--- src/rtl/serial_bus_pkg.sv ---
// serial_bus_pkg
// Shared definitions for the serial-bus arbiter and the slave port it feeds.
//   arb_state_t : arbiter FSM states (IDLE, GRANT, RELEASE)
//   ADDR_WIDTH  : bit length of one serial address word on the slave port
//   DATA_WIDTH  : bit length of one serial data word on the slave port
package serial_bus_pkg;

  typedef enum logic [1:0] {
    IDLE    = 2'd0,
    GRANT   = 2'd1,
    RELEASE = 2'd2
  } arb_state_t;

  localparam int ADDR_WIDTH = 12;
  localparam int DATA_WIDTH = 8;

endpackage

--- src/rtl/serial_bus_arbiter_picker.sv ---
// rr_priority_picker
// Combinational round-robin search: starting at ptr_i and moving upward with
// wrap-around, returns the first set bit of req_i.
//   req_i        : per-master request vector
//   ptr_i        : index where the search starts
//   winner_o     : one-hot winning master (all-zero when nothing requests)
//   winner_idx_o : binary index of the winner (0 when nothing requests)
//   found_o      : high when at least one master requests
module rr_priority_picker
  import serial_bus_pkg::*;
#(
  parameter int N_MASTERS = 2,
  localparam int IDX_W = $clog2(N_MASTERS)
) (
  input  logic [N_MASTERS-1:0] req_i,
  input  logic [IDX_W-1:0]     ptr_i,
  output logic [N_MASTERS-1:0] winner_o,
  output logic [IDX_W-1:0]     winner_idx_o,
  output logic                 found_o
);

  int cand;

  // Walk the offsets from farthest to nearest so that the candidate closest
  // to the pointer is the last one written and therefore wins.
  always_comb begin
    winner_o     = '0;
    winner_idx_o = '0;
    found_o      = 1'b0;
    cand         = 0;
    for (int off = N_MASTERS - 1; off >= 0; off--) begin
      cand = int'(ptr_i) + off;
      if (cand >= N_MASTERS) begin
        cand = cand - N_MASTERS;
      end
      if (req_i[IDX_W'(cand)]) begin
        winner_o                = '0;
        winner_o[IDX_W'(cand)]  = 1'b1;
        winner_idx_o            = IDX_W'(cand);
        found_o                 = 1'b1;
      end
    end
  end

endmodule

--- src/rtl/serial_bus_arbiter.sv ---
// serial_bus_arbiter
// Round-robin owner of a single serial-bus slave port shared by N_MASTERS
// masters, with a timeout that reclaims the bus from a stuck master.
//   clk, rst              : clock, synchronous active-high reset
//   req, done             : per-master request level / end-of-transaction pulse
//   grant, busy           : registered one-hot grant and its OR
//   timeout_err           : one-cycle pulse when a grant is revoked by timeout
//   m_* (in)              : per-master bit-serial lines towards the slave
//   bus_* (out)           : the granted master's lines, 0 when idle
//   bus_s_valid/ready/tx  : slave responses
//   *_out                 : slave responses steered to the granted master only
module serial_bus_arbiter
  import serial_bus_pkg::*;
#(
  parameter int N_MASTERS = 2,
  parameter int TIMEOUT   = 64
) (
  input  logic                 clk,
  input  logic                 rst,
  input  logic [N_MASTERS-1:0] req,
  input  logic [N_MASTERS-1:0] done,
  output logic [N_MASTERS-1:0] grant,
  input  logic [N_MASTERS-1:0] m_valid_in,
  input  logic [N_MASTERS-1:0] m_write_enable,
  input  logic [N_MASTERS-1:0] m_read_enable,
  input  logic [N_MASTERS-1:0] m_rx_address,
  input  logic [N_MASTERS-1:0] m_rx_data,
  output logic                 bus_m_valid,
  output logic                 bus_write_enable,
  output logic                 bus_read_enable,
  output logic                 bus_rx_address,
  output logic                 bus_rx_data,
  input  logic                 bus_s_valid,
  input  logic                 bus_s_ready,
  input  logic                 bus_tx_data,
  output logic [N_MASTERS-1:0] s_valid_out,
  output logic [N_MASTERS-1:0] s_ready_out,
  output logic [N_MASTERS-1:0] tx_data_out,
  output logic                 busy,
  output logic                 timeout_err
);

  localparam int IDX_W = $clog2(N_MASTERS);
  localparam int CNT_W = $clog2(TIMEOUT);
  localparam logic [CNT_W-1:0] CNT_LAST = CNT_W'(TIMEOUT - 1);
  localparam logic [IDX_W-1:0] IDX_LAST = IDX_W'(N_MASTERS - 1);

  arb_state_t           state_q, state_d;
  logic [N_MASTERS-1:0] grant_q, grant_d;
  logic [IDX_W-1:0]     ptr_q, ptr_d;
  logic [IDX_W-1:0]     idx_q, idx_d;
  logic [CNT_W-1:0]     cnt_q, cnt_d;
  logic                 terr_q, terr_d;

  logic [N_MASTERS-1:0] pickWinner;
  logic [IDX_W-1:0]     pickIdx;
  logic                 pickFound;

  logic ownerDone;
  logic ownerGone;
  logic cntAtLast;

  rr_priority_picker #(
    .N_MASTERS (N_MASTERS)
  ) u_picker (
    .req_i        (req),
    .ptr_i        (ptr_q),
    .winner_o     (pickWinner),
    .winner_idx_o (pickIdx),
    .found_o      (pickFound)
  );

  // Only the current owner's done/req matter; anything from other masters
  // is masked away by the one-hot grant.
  assign ownerDone = |(done & grant_q);
  assign ownerGone = ~|(req & grant_q);
  assign cntAtLast = (cnt_q == CNT_LAST);

  always_comb begin
    state_d = state_q;
    grant_d = grant_q;
    ptr_d   = ptr_q;
    idx_d   = idx_q;
    cnt_d   = cnt_q;
    terr_d  = 1'b0;
    case (state_q)
      IDLE: begin
        if (pickFound) begin
          grant_d = pickWinner;
          idx_d   = pickIdx;
          cnt_d   = '0;
          state_d = GRANT;
        end
      end
      GRANT: begin
        if (ownerDone || ownerGone || cntAtLast) begin
          state_d = RELEASE;
          grant_d = '0;
          ptr_d   = (idx_q == IDX_LAST) ? '0 : idx_q + IDX_W'(1);
          // A master that finishes on its last allowed cycle is a normal
          // release, not a timeout.
          terr_d  = cntAtLast && !ownerDone && !ownerGone;
        end else if (cnt_q != '1) begin
          cnt_d = cnt_q + CNT_W'(1);
        end
      end
      RELEASE: begin
        state_d = IDLE;
      end
      default: begin
        state_d = IDLE;
        grant_d = '0;
      end
    endcase
  end

  always_ff @(posedge clk) begin
    if (rst) begin
      state_q <= IDLE;
      grant_q <= '0;
      ptr_q   <= '0;
      idx_q   <= '0;
      cnt_q   <= '0;
      terr_q  <= 1'b0;
    end else begin
      state_q <= state_d;
      grant_q <= grant_d;
      ptr_q   <= ptr_d;
      idx_q   <= idx_d;
      cnt_q   <= cnt_d;
      terr_q  <= terr_d;
    end
  end

  // Muxes are purely combinational on the registered one-hot grant, so
  // serial bits cross the arbiter in the same cycle they are driven.
  assign bus_m_valid      = |(m_valid_in & grant_q);
  assign bus_write_enable = |(m_write_enable & grant_q);
  assign bus_read_enable  = |(m_read_enable & grant_q);
  assign bus_rx_address   = |(m_rx_address & grant_q);
  assign bus_rx_data      = |(m_rx_data & grant_q);

  assign s_valid_out = grant_q & {N_MASTERS{bus_s_valid}};
  assign s_ready_out = grant_q & {N_MASTERS{bus_s_ready}};
  assign tx_data_out = grant_q & {N_MASTERS{bus_tx_data}};

  assign grant       = grant_q;
  assign busy        = |grant_q;
  assign timeout_err = terr_q;

endmodule

--- config.mk ---
export PLATFORM = sky130hd
export DESIGN_NAME = serial_bus_arbiter
export DESIGN_NICKNAME = d
export VERILOG_FILES = /design/src/rtl/serial_bus_pkg.sv /design/src/rtl/serial_bus_arbiter_picker.sv /design/src/rtl/serial_bus_arbiter.sv
export SDC_FILE = /design/constraint.sdc
export NUM_CORES = 1
export LEC_CHECK = 0
export BUFFER_PORTS_ARGS = -buffer_cell sky130_fd_sc_hd__buf_2
export CORE_ASPECT_RATIO = 1.1
export CORE_UTILIZATION = 43
export DETAILED_ROUTE_END_ITERATION = 10
export GPL_ROUTABILITY_DRIVEN = 0
export PLACE_DENSITY = 0.86
export SLEW_MARGIN = 30
export SYNTH_ARGS = -nofsm -noshare
export SYNTH_HDL_FRONTEND = slang
export SYNTH_SLANG_ARGS = --single-unit
export TNS_END_PERCENT = 20
--- constraint.sdc ---
create_clock -name clk -period 1.7 [get_ports clk]
set_clock_uncertainty 0.05 [all_clocks]
set_input_delay 0.085 -clock clk [delete_from_list [all_inputs] [get_ports clk]]
set_output_delay 0.085 -clock clk [all_outputs]
set_load 0.05 [all_outputs]
Word-level counts from Yosys, hierarchy flattened --
Cells that the tools add are included.
Word-level totals: input bits 19, memories 0, latch bits 0, memory bits (writable) 0, logic and storage cells 89, register bits 13, ROM bits 0
Operators by class: reduce and logical (&&, ||, !) cells 24, divide/modulo/power cells 0, $mul 0, equality and inequality tests 8, shift operators 0, $lt $le $gt $ge 6, bitwise logic cells 13, mux-type cells 27, add/sub/neg operators 5
Operators with widths (number):
- $and A2 B2 Y2 | 10
- $mux W6 | 3
- $reduce_or A2 Y1 | 8
- $mux W1 | 13
- $mux W2 | 6
- $pmux W6 S2 | 1
- $ne A2 B2 Y1 const B | 4
- $add A6 B1 Y6 const B | 1
- $eq A6 B6 Y1 const B | 1
- $lt A1 B3 Y1 const B | 2
- $ne A6 B6 Y1 const B | 1
- $pmux W2 S3 | 1
- $reduce_and A2 Y1 | 3
- $logic_and A1 B1 Y1 | 4
- $pmux W2 S2 | 1
- $reduce_and A4 Y1 | 1
- $not A1 Y1 | 3
- $reduce_and A3 Y1 | 1
- $reduce_or A3 Y1 | 1
- $add A1 B1 Y2 const B | 1
- $demux W1 S1 | 2
- $eq A2 B1 Y1 const B | 1
- $eq A2 B2 Y1 const B | 1
- $ge A1 B1 Y1 const B | 2
- 8 further kinds | 11

Depth between registers and ports, before layout --
Gate-level depths: netlist (run 1).
depth in word-level cells 11, gate-level depth with buffers 5, depth with buffers taken out 5

By module --
A second synthesis (run 1) with hierarchy kept.
Second synthesis, totals: cell total of the unflattened synthesis 91, area total of the unflattened synthesis 798.3 µm²
By module, submodules not included:
- serial_bus_arbiter | sequential area each 260.2 µm², area an instance 763.2 µm², instances 1, cells an instance 86
- rr_priority_picker | sequential area each 0.0 µm², area an instance 35.0 µm², instances 1, cells an instance 5

Worst setup path before layout (run 1) --
No wires, ideal clock.
path type register -> register, start point register grant_q[0], in the netlist grant[0], end point register cnt_q[5], arrival time 1.623 ns, setup time 0.130 ns, path slack -0.103 ns, cell stages (with the launch flop) 6, path buffers 1, cells stage by stage dfxtp_1 buf_4 nand3b_1 a311o_4 a31oi_1 o22ai_1
Between the ends: longest elaborated chain between the ends 7, elaborated cells between the ends (all ways) 9
Ends and longest elaborated chain:
- start: declaration | line serial_bus_arbiter.sv:49 | logic [N_MASTERS-1:0] grant_q, grant_d;
- start signal: assignment | line serial_bus_arbiter.sv:127 | grant_q <= grant_d;
- $and A2 B2 Y2 | line serial_bus_arbiter.sv:76 | assign ownerGone = ~|(req & grant_q);
- $reduce_or A2 Y1 | line serial_bus_arbiter.sv:76
- $logic_not A1 Y1 | line serial_bus_arbiter.sv:76
- $logic_or A1 B1 Y1 * (2 in series) | line serial_bus_arbiter.sv:96 | if (ownerDone || ownerGone || cntAtLast) begin
- $ne A2 B2 Y1 (no line) *
- $reduce_and A4 Y1 (no line) *
- end signal: assignment | line serial_bus_arbiter.sv:130 | cnt_q <= cnt_d;
- end: declaration | line serial_bus_arbiter.sv:52 | logic [CNT_W-1:0] cnt_q, cnt_d;
Mark *: on every way between the ends. The rest lies on a longest branch, timed or not. A chain may end at the register's enable or synchronous reset.

Worst setup path after layout (run 1) --
start point register cnt_q[0], end point register cnt_q[2]
Between the ends: longest elaborated chain between the ends 4, elaborated cells between the ends (all ways) 10
Ends and longest elaborated chain (line):
- $add A6 B1 Y6 / $eq A6 B6 Y1 (equally long branches) | serial_bus_arbiter.sv:104, serial_bus_arbiter.sv:77
- $mux W6 / $logic_or A1 B1 Y1 (equally long branches) | serial_bus_arbiter.sv:103, serial_bus_arbiter.sv:96
- $mux W6 / $ne A2 B2 Y1 (equally long branches)
- $pmux W6 S2 / $reduce_and A4 Y1 (equally long branches)
Several ways; a longest one is shown, not always the timed one. The select of a mux whose other input is x is not followed.

==> results.txt, run 1 <==
The per-cell routed wire length came out at around 12 um. The flop and latch count out of synthesis is 12. The number of synthesized flops with an enable pin is 0.

The number of hold buffers added after CTS came out at 0. The starting utilization of the core area is 0.480. VDD sags by at most between 0.5 and 0.6 mV. The launch point of the critical path is cnt_q[0]$_SDFFE_PP0P_.

Across the run, the number of max-cap violations was 0. For this run, design rule violations remaining after detail routing come to 0. Static timing analysis puts the maximum clock frequency at 0.634 GHz. The number of antenna diodes came out at 0.

The global-route usage over all layers came out at 0.179. The first-pass GRT wire length came out at 2210 um. The peak per-stage delay on the critical path is just under 400 ps.

The count of cells in the finished layout, fillers not included, comes to 119. For this run, the number of Yosys warnings is 0. The count of input and output buffers came out at 22.

The number of pins with negative max-slew slack in the final report is 0. The count of endpoints failing setup in the final report came out at 0. The number of global-route vias before repair came to 543. Data arrives at the worst endpoint at 1680 ps. Setup repair after global routing left no endpoint under its margin.

Entering global routing, the biggest net connects 14 pins. The maximum fanout encountered on the critical timing path came out at 5. The clock latency at the later pin of the worst-skew pair came out at 260 ps. The deepest level of the CTS H-tree is 1. The row count is 14. In the finished design, the share of the clock period the worst path needs comes to 0.928. The shortest period the worst path allows is around 1600 ps. Of the post-synthesis cell area, the dominant cell type holds 0.353. The initial DRC count is 17. The flow ran to the end, and the final reports show no timing, DRC or antenna violations. The path with the worst hold slack has its endpoint at grant[0]$_SDFFE_PP0P_. The setup total negative slack came out at 0 ps.

The hold violation total from the final report is 0. After clock tree synthesis, the clock-pin slew on the worst setup and hold paths is roughly 70 ps. The area of the core region is about 1400 um2. The root buffer cell chosen for the clock tree is sky130_fd_sc_hd__clkbuf_4. The share of post-route cells with drive strength above 1 came out at 0.301.

The largest individual stage delay along the critical path comes from the cell sky130_fd_sc_hd__o211ai_1. Summed over all layers, the global routing overflow is 0. The critical path goes through ha_1 > buf_4 > nand3_1 > o211ai_1 > nand3b_1 > o21ai_1.

The die is between 40 and 50 um tall. Along the worst hold path, the cell count comes to 2. In this design, the largest share of critical-path delay is due to compound AO/OA/AOI/OAI gates.

For this design the ratio of total power to cell area is around 760 nW/um2. The die footprint came out at about 1700 um2. In this run, CTS created clock tree buffers numbering 3. The leading area contributor after synthesis is sky130_fd_sc_hd__dfxtp_1.

In this run the critical register-to-register path is captured at cnt_q[2]$_SDFFE_PP0P_. The instance count of the mapped netlist came out at between 80 and 90. The worst setup path is captured at a register.

The path type of the worst min-delay path is input port to register. The proportion of register bits with asynchronous set or reset after synthesis came out at 0. The initial antenna violation count came out at 0. In this run the static leakage power is roughly 0.00037 uW. The worst hold path begins at rst. The clock tree buffer depth is 2. The register-to-register setup slack is 120 ps.

The average via count per standard cell is between 5 and 6. Once detailed placement completed, the half-perimeter wirelength came to ~1100 um. The area growth from synthesis to layout is 18.4%. The iteration count of the initial detailed-routing pass came out at 4. The total number of vias came out at about 630.

The data required time of the critical path came out at between 1500 and 2000 ps. The clock drives 12 sinks. Counting distinct cell types in the post-synthesis netlist gives 31. After synthesis, the cell types taking the most area are sky130_fd_sc_hd__dfxtp_1, sky130_fd_sc_hd__and2_1, sky130_fd_sc_hd__buf_4, sky130_fd_sc_hd__a31oi_1, sky130_fd_sc_hd__nand2b_1. The dominant synthesized flop cell is sky130_fd_sc_hd__dfxtp_1. The final net count is 125. The share of the Yosys chip area taken by registers is 0.353. The startpoint of the worst register-to-register path is cnt_q[0]$_SDFFE_PP0P_.

The total of fill cells in the finished design came out at between 100 and 150. The worst setup path is of the register to register kind. The synthesized area divided by synthesized cell count is ~8.3 um2. The TritonCTS clock tree is yes. Measured along the x axis, the die boundary spans around 40 um. The routed wire length is approximately 1400 um.

Pin placement for this block handled 34 I/O pins. Counting cells, the worst reg-to-reg path comes to 6. Counting both buffers and inverters, the worst setup path holds a total of 1. The antenna violation net count after detailed routing is 0. The number of placed cells counting well taps came out at approximately 120. The worst setup path is launched from a register. The mapped cell area is 681 um2.
[worst max-delay path by stage]
| stage | end | slack (ps) | depth (start not counted) |
|---|---|---|---|
| finish | cnt_q[2]$_SDFFE_PP0P_ | 120 | 6 |
| global route | cnt_q[2]$_SDFFE_PP0P_ | 2 | 6 |
| CTS | cnt_q[5]$_SDFFE_PP0P_ | 30 | 5 |
| detailed placement | cnt_q[5]$_SDFFE_PP0P_ | 40 | 5 |
| global placement | cnt_q[5]$_SDFFE_PP0P_ | 100 | 5 |
| floorplan | cnt_q[5]$_SDFFE_PP0P_ | 90 | 5 |
[cells in the mapped netlist, drive strengths merged (2+ instances only)]
cell and instances:
and3 2, nor2 5, a21oi 3, nand2 4, nand3b 2, a31oi 6, nand2b 4, nand4 2
inv 6, and2 8, o22ai 2, mux2i 2, buf 7, o21ai 3, nor3 2, dfxtp 12
[power breakdown]
part	leakage (uW)	switching, uW	internal (uW)	total [uW]
clock network	0.0000138	80.6	81.6	162
registers	0.0000977	9.64	289	299
logic	0.000255	110	43.4	154
total	0.000366	201	414	615
[flip-flops by register name (all words and copies together) (netlist names)]
signal / count
cnt_q: 6
state_q: 2
grant: 1
idx_q: 1
ptr_q: 1
timeout_err: 1
[kinds of logic (layout without fill, tap and decap cells)]
logic type	count (synthesis)	in the layout	synth area share
AOI/OAI and AO/OA	18	18	0.184
adders and majority gates	1	1	0.0184
buffers and inverters	14	32	0.112
DFF	12	12	0.353
muxes	2	2	0.0294
other	1	4	0.00551
and+or+nand+nor	34	34	0.298
[area by class of cell]
class / count / area (um2) / area share
Timing Repair Buffer: 23 / 118 / 0.146
Tap cell: 16 / 20.0 / 0.0248
Clock buffer: 3 / 22.5 / 0.0280
Sequential cell: 12 / 241 / 0.300
Multi-Input combinational cell: 59 / 382 / 0.474
Inverter: 6 / 22.5 / 0.0280
[repair_timing]
action / CTS / global route
resized for setup: 0 / 1
setup endpoints to repair: 0 / 2
setup buffers: 0 / 0
endpoints found under the hold margin: 0 / 0
[per-layer routing]
metal  vias up  share of wire  track usage
li1        322              -            -
met1       282           0.40        0.225
met2        18           0.55        0.281
met3         4          0.038       0.0256
met4         0          0.016        0.103
met5         -              0            0
[through the flow]
stage / hold slack [ps] / power (uW) / worst slack [ps] / instance area, um2 / util
after floorplan: 333 / 438 / 87.6 / 693 / -
after detailed placement: 325 / 458 / 40.7 / 777 / 0.548
final: 42.3 / 615 / 122 / 806 / 0.568
after CTS: 46.6 / 617 / 31.8 / 800 / 0.563
after global placement: 318 / 454 / 95.2 / 777 / 0.548
after global routing: 59.0 / 648 / 2.29 / 806 / 0.568
[cells in the final DEF (no fill, tap or decap)]
cell,n
sky130_fd_sc_hd__nand2_1,4
sky130_fd_sc_hd__o32ai_1,1
sky130_fd_sc_hd__buf_4,1
sky130_fd_sc_hd__nand3b_1,2
sky130_fd_sc_hd__nor2b_1,1
sky130_fd_sc_hd__a31oi_2,1
sky130_fd_sc_hd__a21oi_1,3
sky130_fd_sc_hd__o21ai_1,2
sky130_fd_sc_hd__a31oi_1,5
sky130_fd_sc_hd__nor3b_2,1
sky130_fd_sc_hd__mux2i_1,2
sky130_fd_sc_hd__nand4_1,2
sky130_fd_sc_hd__dfxtp_2,1
sky130_fd_sc_hd__buf_2,22
sky130_fd_sc_hd__and2_1,8
sky130_fd_sc_hd__o211ai_1,1
sky130_fd_sc_hd__and3b_1,1
sky130_fd_sc_hd__and3_4,1
sky130_fd_sc_hd__and3_1,1
sky130_fd_sc_hd__inv_1,6
sky130_fd_sc_hd__ha_1,1
sky130_fd_sc_hd__dfxtp_1,11
sky130_fd_sc_hd__o22ai_1,2
sky130_fd_sc_hd__nor2_1,5
sky130_fd_sc_hd__nand3_1,1
sky130_fd_sc_hd__nand2b_1,4
sky130_fd_sc_hd__or3_1,1
sky130_fd_sc_hd__nor3_1,2
sky130_fd_sc_hd__conb_1,4
sky130_fd_sc_hd__a211o_1,1
sky130_fd_sc_hd__clkbuf_4,3
sky130_fd_sc_hd__a311o_4,1
sky130_fd_sc_hd__o21ai_0,1
No activity file was read; power rests on OpenSTA's default activity.
==> run 2: changes to the inputs <==
Settings changed: CORE_UTILIZATION 43 to 46, CTS_BUF_LIST set to sky130_fd_sc_hd__clkbuf_8, CTS_CLUSTER_SIZE set to 16, PLACE_DENSITY 0.86 to 0.9.
==> run 2 against run 1 <==
Power rose by 24%. Critical endpoint is now cnt_q[3]$_SDFFE_PP0P_. Combinational power about the same. Critical path type unchanged. Setup slack worse by 80 ps. First-iteration DRC count unchanged. Sequential cell count unchanged. Die area fell by 6.2%. Worst hold slack gained 21 ps. Final cell count rose by 0.84%. Largest power group is now clock. Utilization is 4.1 points higher. Via count decreased by 0.16%. Clock power rose by 91%.
==> results.txt, run 2 (synthesis results as in run 1) <==
The flow ran to the end, and the final reports show no timing, DRC or antenna violations. The maximum number of pins on one net before global-route repair came out at 14. The portion of the clock cycle consumed by the worst path in the final layout is 0.975.

The TritonCTS clock tree is yes. The hold violation total from the final report came to 0. The number of pins with negative max-slew slack in the final report is 0. The antenna violation net count after detailed routing came out at 0. The number of violations of the max-capacitance limit is 0. The total leakage power is about 0.00038 uW. The longest clock path from root to sink contains 2 buffers. The maximum resistive drop on vdd came out at about 0.53 mV. The first-pass GRT wire length is 2380 um. The later pin in the worst-skew pair is clocked with a latency of about 240 ps. The routed wire length is between 1500 and 2000 um. The TritonCTS buffer count came out at 3. For this run, the total global-route usage over all layers was measured as 0.211. The top cell types in the final layout, fill and taps aside, are sky130_fd_sc_hd__buf_2, sky130_fd_sc_hd__dfxtp_1, sky130_fd_sc_hd__and2_1, sky130_fd_sc_hd__inv_1, sky130_fd_sc_hd__a31oi_1. The worst setup path is launched from a register. For this configuration, the core starts out at a cell density of 0.498.

Derived from the worst setup path, the maximum achievable clock frequency is ~0.6 GHz. In this run, placement finished with an instance count of around 120. The average via count per standard cell is around 5.2. After detailed routing, the average wire length per cell comes to 12.7 um. The die footprint came out at 1640 um2.

On the critical path, the stage with the largest delay is an instance of sky130_fd_sc_hd__a311o_4. After floorplanning, the core was divided into 14 placement rows. The share of post-route cells with drive strength above 1 is 0.298.

The signal on the critical path passes through ha_1 > and3_4 > a311o_4 > a31oi_1 > mux2i_1. In this run the vertical extent of the chip is approximately 42 um. The power density over the cells came out at approximately 920 nW/um2. The number of hold buffers added after CTS is 0. The total number of vias came out at around 630. After the first detailed-routing iteration, the DRC count stood at 17. The most frequent standard cell in the layout excluding fill and tap cells is sky130_fd_sc_hd__buf_2.

The I/O pin total is 34. The number of global-route vias before repair came out at 574. The largest registers in the layout are cnt_q (6), state_q (2). The count of unresolved DRC violations after routing is 0. The worst path arrival time came out at 1730 ps. The root buffer cell is sky130_fd_sc_hd__clkbuf_8.

The peak per-stage delay on the critical path is 440 ps. Once the clock tree was built, the resizer swapped 0 gates to a different size. The core region is roughly 1400 um2. The final net count is between 100 and 150. The setup total negative slack came out at 0 ps. The worst path in the final design needs a cycle of around 1700 ps, including I/O delays and setup.

STA classifies the critical path endpoint as a register. Measured along the x axis, the die boundary spans ~39 um. The clock input transition at the sequential cells of the worst setup and hold paths is roughly 50 ps. The register with the most flip-flops in the layout has 6 of them. The detailed placer's ending HPWL came out at roughly 1100 um. The number of standard cells in the final layout excluding fillers is 120. The first detailed-routing pass ran for 4 iterations. The count of input and output buffers is 22. The total of fill cells in the finished design came out at ~130. The worst setup path category is register to register. The initial antenna violation count is 0. In this run the number of H-tree levels came out at 1.

The number of antenna diodes came out at 0. The count of endpoints failing setup in the final report came out at 0. The total clock sinks came out at 12.

The sum of overflow across all layers after global routing came out at 0. The area overhead of the layout relative to synthesis came out at 22.2%. cnt_q holds more flip-flops than any other register. The register-to-register setup slack came out at ~42 ps. The data required time of the critical path is 1770 ps. The buffer count from post-CTS setup fixing is 0. Setup repair after global routing left no endpoint under its margin.

The maximum fanout encountered on the critical timing path is 7. In this run the worst hold path is classified as input port to register.
-- run 2: cell types whose count changed in the layout (fill, tap and decap cells not counted) --
cell	delta
sky130_fd_sc_hd__a31oi_1	+1
sky130_fd_sc_hd__clkbuf_4	-3
sky130_fd_sc_hd__clkbuf_8	+4
sky130_fd_sc_hd__a31oi_2	-1
-- run 2: report_power, final --
group / switching, uW / internal [uW] / total [uW]
Clock: 105 / 204 / 309
Sequential: 10.2 / 290 / 300
Combinational: 112 / 42.7 / 154
Total: 227 / 537 / 764
-- run 2: metrics by stage --
stage	hold slack (ps)	setup slack [ps]	total power [uW]	util	cell area, um2
2_1_floorplan	333	87.6	438	-	693
3_3_place_gp	320	96.3	454	0.569	777
3_5_place_dp	330	70.9	459	0.569	777
4_1_cts	69.1	63.1	771	0.609	832
5_1_grt	79.9	15.5	801	0.609	832
6_report	63.1	42.2	764	0.609	832
-- run 2: path summary, 6_finish.rpt --
kind,start,endpoint,cells after the start
hold / removal,rst,grant[0]$_SDFFE_PP0P_,2
hold reg to reg,idx_q$_SDFFE_PP0P_,idx_q$_SDFFE_PP0P_,2
setup reg to reg,cnt_q[0]$_SDFFE_PP0P_,cnt_q[3]$_SDFFE_PP0P_,5
setup / recovery,cnt_q[0]$_SDFFE_PP0P_,cnt_q[3]$_SDFFE_PP0P_,5
-- run 2: final cells by class --
cell class	instances	area [um2]	share of cell area
multi-input combinational	59	375	0.451
sequential	12	241	0.290
timing repair buffer	23	118	0.141
clock buffer	4	55.1	0.0662
inverter	6	22.5	0.0271
tap	16	20.0	0.0241
-- run 2: worst max-delay path, delay by kind of cell (launching register included) --
family / cells / cell delay, ps
and+or+nand+nor: 1 / 200
DFF: 1 / 330
adders and majority gates: 1 / 220
muxes: 1 / 90
AOI/OAI and AO/OA: 2 / 640
-- run 2: routing by layer --
metal  global-route usage  vias up  routed length (um)
met5                    0        -                   0
met2                0.333       18                 833
li1                     -      321                   -
met3               0.0638        6                  53
met4                0.124        0                  38
met1                0.239      280                 594
==> run 3: changes to the inputs <==
Settings changed: ABC_CLOCK_PERIOD_IN_PS set to 1500, CORE_UTILIZATION 46 to 41, PLACE_DENSITY 0.9 to 0.86.
Clock period 1.7 ns to 1.5 ns, I/O delays scaled along.
==> run 3 against run 2 <==
Utilization fell by 4.5 points. Via count decreased by 1.9%. Non-clock buffer count up 3. Power grew 5.9%. Global-route usage shrank 4.0 points. Critical path type unchanged. Worst hold slack worse by 5.4 ps.
==> results.txt, run 3 (synthesis results as in run 1) <==
The hold violation total from the final report came out at 0. The first-pass GRT wire length is 2170 um. The power density over the cells came out at between 900 and 1000 nW/um2. The number of pins with negative max-slew slack in the final report is 0.

The vertical die dimension is ~45 um. The root buffer cell is sky130_fd_sc_hd__clkbuf_8. The starting utilization of the core area came out at 0.437. The number of global-route vias before repair came to between 500 and 600.

The count of input and output buffers is 22. Leaving out fill and tap cells, the most frequent cell in the layout is sky130_fd_sc_hd__buf_2. At the worst endpoint, the arrival time is approximately 1600 ps.

Measured along the x axis, the die boundary spans between 40 and 50 um. At the end of the flow, the number of nets in the layout was 128. The number of flip-flops under the largest register name came out at 6. More flip-flops sit in one register than any other, and that register is cnt_q. The library cells used most frequently in the layout, excluding fill and tap cells, are sky130_fd_sc_hd__buf_2, sky130_fd_sc_hd__dfxtp_1, sky130_fd_sc_hd__and2_1, sky130_fd_sc_hd__inv_1.

Entering global routing, the biggest net connects 14 pins. Setup slack closes at between 10 and 15 ps. The count of endpoints failing setup in the final report came out at 0. Prior to clock tree synthesis, the placed netlist has a worst setup slack of about 18 ps. For this design the top-level I/O count stands at 34. The sum of overflow across all layers after global routing is 0.

The post-route worst hold slack came out at between 50 and 60 ps. The area of the core region is about 1600 um2. The detailed placer's ending HPWL is around 1100 um. The initial DRC count is 12. The setup total negative slack came out at 0 ps. Across the run, the number of max-cap violations was 0. The per-cell routed wire length came out at roughly 12 um. Once layout is complete, the utilization of the core stands at 0.564. The row count came out at 15.

TritonCTS built the clock tree. At the later pin of the worst-skew pair, clock insertion delay measures 240 ps. The global-route usage over all layers came out at 0.170. The iteration count of the initial detailed-routing pass came out at 4. The total number of vias came out at between 600 and 700. The run finished with clean final reports. The TritonCTS buffer count is 3. The worst setup path category is register to register. The count of unresolved DRC violations after routing is 0. The portion of the clock cycle consumed by the worst path in the final layout is 0.991. Power comes to around 810 uW. The shortest period the worst path allows is around 1500 ps. Of the cells placed in the final design, the portion with a size suffix greater than 1 is 0.364. The antenna violation net count after detailed routing is 0.

The die covers 1830 um2. IR analysis of the VDD net gives a maximum drop of between 0.3 and 0.4 mV. STA classifies the critical path startpoint as a register. The data required time of the critical path came out at 1580 ps. The number of antenna diodes is 0.

The area overhead of the layout relative to synthesis is 29.0%. The fmax is roughly 0.67 GHz. The routed wire length is 1450 um. The total clock sinks is 12. In this run the worst path has a maximum fanout of 7. The clock input transition at the sequential cells of the worst setup and hold paths came out at around 50 ps. Setup repair after global routing could not meet its margin everywhere. The largest registers in the layout are cnt_q (6), state_q (2). The worst setup path is captured at a register. CTS built an H-tree with a depth of 1. The min-delay analysis places its worst path in the category input port to register. The total leakage power is slightly below 0.0004 uW. The clock tree buffer depth came out at 2. The average via count per standard cell is 4.94. The initial antenna violation count is 0.
[run 3: critical path, cell delays in order, from the launching register on]
cell and delay, ps:
sky130_fd_sc_hd__dfxtp_2 330, sky130_fd_sc_hd__ha_4 150, sky130_fd_sc_hd__and3_4 190, sky130_fd_sc_hd__a311o_4 350, sky130_fd_sc_hd__a31oi_1 210, sky130_fd_sc_hd__o21ai_1 80
[run 3: power by group]
part | leakage [uW] | internal [uW] | switching [uW]
clock network | 0.0000269 | 180 | 112
registers | 0.0000991 | 328 | 10.7
logic | 0.000268 | 51.3 | 127
total | 0.000394 | 559 | 250
[run 3: through the flow]
stage / instances / area, um2
floorplan: 85 / 702
global route: 124 / 878
finish: 124 / 878
CTS: 124 / 851
detailed placement: 120 / 806
global placement: 120 / 806
[run 3: final cells by class]
cell class | count | area, um2
repair buffers | 26 | 140
clock inverters | 1 | 3.75
fillers | 132 | 679
clock buffers | 3 | 41.3
flip-flops and latches | 12 | 246
well taps | 17 | 21.3
inverters | 6 | 22.5
multi-input cells | 59 | 403
[run 3: timing repair]
item	in CTS	in global routing
resized for setup	0	6
endpoints found under the hold margin	0	0
setup buffers	0	0
hold buffers	0	0
setup endpoints to repair	0	6
[run 3: final timing paths]
kind                    startpoint                     to  slack (ps)  cells after the start
max          cnt_q[1]$_SDFFE_PP0P_  cnt_q[4]$_SDFFE_PP0P_          10                      5
max reg2reg  cnt_q[1]$_SDFFE_PP0P_  cnt_q[4]$_SDFFE_PP0P_          10                      5
min reg2reg  cnt_q[1]$_SDFFE_PP0P_  cnt_q[1]$_SDFFE_PP0P_         460                      2
min                            rst     ptr_q$_SDFFE_PP0P_          60                      2
[run 3: per-layer routing]
layer  routed length [um]  share of wire  track usage  vias up
li1                     -              -            -      329
met1                  669           0.46        0.212      275
met2                  747           0.52        0.275        9
met3                   28          0.019       0.0443        0
met4                    0              0       0.0600        0
met5                    0              0            0        -
